<file path="src/rtl/mp_ooo_dp_sram_init_pkg.sv">
// Shared types and helpers for the out-of-order core two-port SRAM model.
package mp_ooo_sram_pkg;

    localparam int SRAM_MAX_W = 64;

    typedef enum logic {SRAM_INIT, SRAM_RUN} sram_init_state_t;

    // Lane i of the mask covers bits [i*gran +: gran]; bits beyond the real width come out 0.
    function automatic logic [SRAM_MAX_W-1:0] expand_wmask(input logic [SRAM_MAX_W-1:0] mask,
                                                           input int gran);
        logic [SRAM_MAX_W-1:0] r_bits;
        r_bits = '0;
        for (int i = 0; i < SRAM_MAX_W; i++)
            r_bits[i] = mask[i / gran];
        return r_bits;
    endfunction

endpackage

</file>
<file path="src/rtl/mp_ooo_dp_sram_init_wmerge.sv">
// Combinational merge of up to two masked writes onto an old word; port 1 wins shared lanes.
module mp_ooo_sram_wmerge #(
    parameter int DATA_WIDTH = 2
) (
    input  logic [DATA_WIDTH-1:0] i_old,
    input  logic [DATA_WIDTH-1:0] i_d0,
    input  logic [DATA_WIDTH-1:0] i_m0,
    input  logic                  i_en0,
    input  logic [DATA_WIDTH-1:0] i_d1,
    input  logic [DATA_WIDTH-1:0] i_m1,
    input  logic                  i_en1,
    output logic [DATA_WIDTH-1:0] o_new
);

    logic [DATA_WIDTH-1:0] w_m0;
    logic [DATA_WIDTH-1:0] w_m1;

    assign w_m0  = i_en0 ? i_m0 : '0;
    assign w_m1  = i_en1 ? i_m1 : '0;
    assign o_new = (i_old & ~w_m0 & ~w_m1) | (i_d0 & w_m0 & ~w_m1) | (i_d1 & w_m1);

endmodule

</file>
<file path="src/rtl/mp_ooo_dp_sram_init.sv">
// Two-port single-clock SRAM stand-in with reset-time init sweep, masked writes and forwarding.
module mp_ooo_dp_sram_init
    import mp_ooo_sram_pkg::*;
#(
    parameter int                    DATA_WIDTH = 2,
    parameter int                    ADDR_WIDTH = 5,
    parameter int                    WMASK_GRAN = 1,
    parameter logic [DATA_WIDTH-1:0] INIT_VALUE = '0,
    parameter bit                    FWD_EN     = 1'b1
) (
    input  logic                             clk,
    input  logic                             rst,
    output logic                             ready,
    input  logic                             csb0,
    input  logic                             web0,
    input  logic [DATA_WIDTH/WMASK_GRAN-1:0] wmask0,
    input  logic [ADDR_WIDTH-1:0]            addr0,
    input  logic [DATA_WIDTH-1:0]            din0,
    output logic [DATA_WIDTH-1:0]            dout0,
    input  logic                             csb1,
    input  logic                             web1,
    input  logic [DATA_WIDTH/WMASK_GRAN-1:0] wmask1,
    input  logic [ADDR_WIDTH-1:0]            addr1,
    input  logic [DATA_WIDTH-1:0]            din1,
    output logic [DATA_WIDTH-1:0]            dout1
);

    localparam int DEPTH = 1 << ADDR_WIDTH;

    sram_init_state_t      r_state;
    logic [ADDR_WIDTH:0]   r_init_cnt;
    logic                  r_ready;
    logic [DATA_WIDTH-1:0] r_dout0;
    logic [DATA_WIDTH-1:0] r_dout1;
    logic [DATA_WIDTH-1:0] r_mem [DEPTH];

    logic                  w_run;
    logic                  w_we0;
    logic                  w_we1;
    logic                  w_re0;
    logic                  w_re1;
    logic                  w_same;
    logic [DATA_WIDTH-1:0] w_bm0;
    logic [DATA_WIDTH-1:0] w_bm1;
    logic [DATA_WIDTH-1:0] w_new0;
    logic [DATA_WIDTH-1:0] w_new1;

    assign w_run  = (r_state == SRAM_RUN);
    assign w_we0  = w_run & ~csb0 & ~web0;
    assign w_we1  = w_run & ~csb1 & ~web1;
    assign w_re0  = w_run & ~csb0 &  web0;
    assign w_re1  = w_run & ~csb1 &  web1;
    assign w_same = (addr0 == addr1);
    assign w_bm0  = DATA_WIDTH'(expand_wmask(SRAM_MAX_W'(wmask0), WMASK_GRAN));
    assign w_bm1  = DATA_WIDTH'(expand_wmask(SRAM_MAX_W'(wmask1), WMASK_GRAN));

    // The post-write word at each port's address: it is both the array update value and the
    // forwarded read value, since a reading port contributes no write of its own.
    mp_ooo_sram_wmerge #(.DATA_WIDTH(DATA_WIDTH)) u_merge0 (
        .i_old (r_mem[addr0]),
        .i_d0  (din0),
        .i_m0  (w_bm0),
        .i_en0 (w_we0),
        .i_d1  (din1),
        .i_m1  (w_bm1),
        .i_en1 (w_we1 & w_same),
        .o_new (w_new0)
    );

    mp_ooo_sram_wmerge #(.DATA_WIDTH(DATA_WIDTH)) u_merge1 (
        .i_old (r_mem[addr1]),
        .i_d0  (din0),
        .i_m0  (w_bm0),
        .i_en0 (w_we0 & w_same),
        .i_d1  (din1),
        .i_m1  (w_bm1),
        .i_en1 (w_we1),
        .o_new (w_new1)
    );

    always_ff @(posedge clk) begin
        if (rst) begin
            r_state    <= SRAM_INIT;
            r_init_cnt <= '0;
            r_ready    <= 1'b0;
            r_dout0    <= '0;
            r_dout1    <= '0;
        end else begin
            case (r_state)
                SRAM_INIT: begin
                    r_init_cnt <= r_init_cnt + 1'b1;
                    r_dout0    <= '0;
                    r_dout1    <= '0;
                    if (r_init_cnt == (ADDR_WIDTH+1)'(DEPTH - 1)) begin
                        r_state <= SRAM_RUN;
                        r_ready <= 1'b1;
                    end
                end
                SRAM_RUN: begin
                    if (w_re0) r_dout0 <= FWD_EN ? w_new0 : r_mem[addr0];
                    if (w_re1) r_dout1 <= FWD_EN ? w_new1 : r_mem[addr1];
                end
                default: r_state <= SRAM_INIT;
            endcase
        end
    end

    // On a same-address double write both merges yield the same word, so write order is moot.
    always_ff @(posedge clk) begin
        if (!rst) begin
            if (r_state == SRAM_INIT) begin
                r_mem[r_init_cnt[ADDR_WIDTH-1:0]] <= INIT_VALUE;
            end else begin
                if (w_we0) r_mem[addr0] <= w_new0;
                if (w_we1) r_mem[addr1] <= w_new1;
            end
        end
    end

    assign ready = r_ready;
    assign dout0 = r_dout0;
    assign dout1 = r_dout1;

endmodule

</file>
<file path="config.mk">
export PLATFORM = sky130hd
export DESIGN_NAME = mp_ooo_dp_sram_init
export DESIGN_NICKNAME = d
export VERILOG_FILES = /design/src/rtl/mp_ooo_dp_sram_init_pkg.sv /design/src/rtl/mp_ooo_dp_sram_init_wmerge.sv /design/src/rtl/mp_ooo_dp_sram_init.sv
export SDC_FILE = /design/constraint.sdc
export NUM_CORES = 1
export LEC_CHECK = 0
export BUFFER_PORTS_ARGS = -buffer_cell sky130_fd_sc_hd__buf_2
export CAP_MARGIN = 20
export CORE_ASPECT_RATIO = 0.9
export CORE_UTILIZATION = 60
export CTS_BUF_LIST = sky130_fd_sc_hd__clkbuf_4 sky130_fd_sc_hd__clkbuf_8 sky130_fd_sc_hd__clkbuf_16
export DETAILED_ROUTE_END_ITERATION = 6
export PLACE_DENSITY = 0.86
export SLEW_MARGIN = 0
export SYNTH_ARGS = -nofsm -noshare
export SYNTH_HDL_FRONTEND = slang
export SYNTH_SLANG_ARGS = --single-unit
</file>
<file path="constraint.sdc">
create_clock -name clk -period 6.51 [get_ports clk]
set_clock_uncertainty 0.2 [all_clocks]
set_input_delay 0.3255 -clock clk [delete_from_list [all_inputs] [get_ports clk]]
set_output_delay 0.3255 -clock clk [all_outputs]
set_load 0.03 [all_outputs]
</file>
==> metrics.cfg <==
[run_status]
status = finished, violations left
violations = design-rule violations

[floorplan]
fp.dieH_um = 97.57
core_um2 = 9784
boundaryPins = 29
die_w_um = 108.2
rows = 34
die-area_um2 = 10550
start_util_pct = 62.23

[timing]
hold_viol_final = 0
tns_ps = 0
worstMarginPinSlew_ps = 1040
rsz0062_at_grt = no
period_share_pct = 53.96
relSlewSlack_pct = 30.55
min_period_ps = 3513
drv_slew = 0
setup-violations-final = 0
clock.fmax_ghz = 0.2846
layout_setup_ws_ps = 2997

[power]
power_leakage_uw = 0.002064
p_per_area_nw_per_um2 = 184.8
peakVddDrop_uv = 124.4

[setup_path]
slowest_stage = nand2b_1
crit_arrival_ps = 3300
worst-path-buf-inv = 0
critPathLaunchType = register
cpLargestDelayFamily = simple AND/OR/NAND/NOR gates
r2r-end = r_mem[5][1]$_DFFE_PP_
r2r_cells = 6
crit_type = reg2reg
r2r-start = r_state$_SDFF_PP0_
crit_start = r_state$_SDFF_PP0_
crit_path_max_incr_delay_ps = 680
crit_end = r_mem[5][1]$_DFFE_PP_
cp.depth = 6
required_ps = 6300
cp_common_cell = nand2b_1
crit_fanout = 18
cp_cell_sequence = nand2b_1, nand2b_1, or3_1, o31ai_1, nand2_1, o21ai_0
end_kind = register
rrSetupSlack_ps = 3000

[global_routing]
busiest_layer = met2
grt_max_degree = 33
grt_first_pass_wirelength_um = 28880
antenna_found_initial = 0
grt_overflow_total = 0
met2_usage_pct = 53.26
met1_usage_pct = 47.87
grt.total_usage_pct = 36.63
first_global_vias = 5437
use_met3_pct = 11.67

[drt]
drt_iter0_drc = 1087
dr.pass1.iters = 7
wire_per_inst_um = 24.25
drc = 1
vias = 5781
ant_nets = 0
routed_wl_um = 18700
routed_via_density = 7.498

[synthesis]
synth_cells = 653
synth_flop_cell = edfxtp_1
netlist.area_leader.share_pct = 31.57
ys_warn_count = 0
syn_area_um2 = 6088
async_flop_share_pct = 0
synthTopCellsByCount = nand2_1 (119), edfxtp_1 (64), nand3_1 (63)
yosys-top-cells-area = edfxtp_1 (32%), mux4_2 (8.1%), nand2_1 (7.3%)
yosysMostFrequentCell = nand2_1
synth_seq_area_share_pct = 35.51
synth_area_leader_cell = edfxtp_1
synth_seq_cells = 76
synth.avg_cell_area_um2 = 9.324
synth_fp_nets = 678
synth_edf_count = 64
synth.distinct_cells = 63

[clock_network]
cts_tree = built
postCtsSetupRepairBufs = 0
holdBufCountCts = 0
cts.path.max_buffers = 2
cts_made_buffers = 9
cts-resized-gates = 0
clock_sinks = 76
h-tree-depth = 3
clk_pin_slew_ps = 60
cts_root_buffer = clkbuf_16
worst_skew_pair.late_latency_ps = 350

[layout]
final_core_util_pct = 65.61
final_nets = 665
drive_above_1_share_pct = 19.69
syn_to_final_growth_pct = 5.446
diodes = 0

[place]
globalplace.congestion = 0.9541
place_ws_ps = 2694
dp_hpwl_um = 12620
portBuffers = 28

[min_path]
hold_path.class = in2reg

[job]
max_cap_violations = 0

## stage by stage
stage / hold slack, ps / power, uW / cells / cell area [um2]
after global placement: 241.4 / 666.1 / 754 / 6107
after detailed placement: 256.9 / 670.8 / 754 / 6107
after global routing: 107.2 / 1204 / 771 / 6420
after floorplan: 258.8 / 639.1 / 653 / 6088
after CTS: 104.8 / 1169 / 770 / 6405
final: 98.71 / 1186 / 771 / 6420
## cells in the final DEF, fill, tap and decap left out, types with 5 or more instances in the layout
cell type and instances:
o21ai_0 38, o21ai_2 10, nand2b_1 12, o211ai_1 32, mux2i_1 12, nor3_1 21
dfxtp_1 12, a22oi_1 12, mux2_2 8, nor4_1 6, and2_1 5, nand3b_1 5
a21oi_1 7, nor3b_1 9, nor2b_1 8, edfxtp_1 64, xnor2_1 6, buf_2 28
nand3_1 63, nand2_1 119, o211ai_2 5, nor2_1 47, clkbuf_16 9, o221ai_2 15
mux4_2 22
## routing by layer
metal | vias up | routed length, um
met5 | - | 0
met4 | 0 | 1132
met3 | 104 | 3079
met2 | 576 | 8000
met1 | 2637 | 6486
li1 | 2464 | -
## where the power goes
part	leakage [uW]	switching, uW	internal, uW	total, uW
logic	0.00113	99.2	42.0	141
registers	0.000792	3.69	524	528
clock network	0.000146	208	309	517
total	0.00206	311	875	1190
## worst min path at each step
stage	start	to	cells after the start
finish	rst	r_state$_SDFF_PP0_	2
global route	rst	r_init_cnt[0]$_SDFFE_PP0N_	2
CTS	rst	r_state$_SDFF_PP0_	2
detailed placement	dout1[1]$_SDFFE_PP0P_	dout1[1]$_SDFFE_PP0P_	2
global placement	dout0[1]$_SDFFE_PP0P_	dout0[1]$_SDFFE_PP0P_	2
floorplan	r_init_cnt[5]$_SDFFE_PP0N_	r_init_cnt[5]$_SDFFE_PP0N_	2
## cells by family after synthesis
| group | count (synthesis) | synth area share [%] |
|---|---|---|
| AND/OR/NAND/NOR | 318 | 25.32 |
| AO/OA/AOI/OAI | 141 | 18.52 |
| flip-flops | 76 | 35.51 |
| buffers and inverters | 61 | 5.590 |
| multiplexers | 47 | 13.56 |
| XOR/XNOR | 9 | 1.295 |
| adder cells (fa/ha/maj) | 1 | 0.2055 |
## registers in the layout, summed over array words and instances (netlist names)
register and cells:
r_mem 64, r_init_cnt 6, dout0 2, r_state 1, ready 1, dout1 2
## cell type report
cell class | count | area, um2
Clock buffer | 11 | 246.5
Timing Repair Buffer | 33 | 185.2
Tap cell | 126 | 157.7
Clock inverter | 5 | 51.30
Inverter | 4 | 15.01
Multi-Input combinational cell | 516 | 3602
Sequential cell | 76 | 2162
Fill cell | 775 | 3364
No activity file was read; power rests on OpenSTA's default activity.
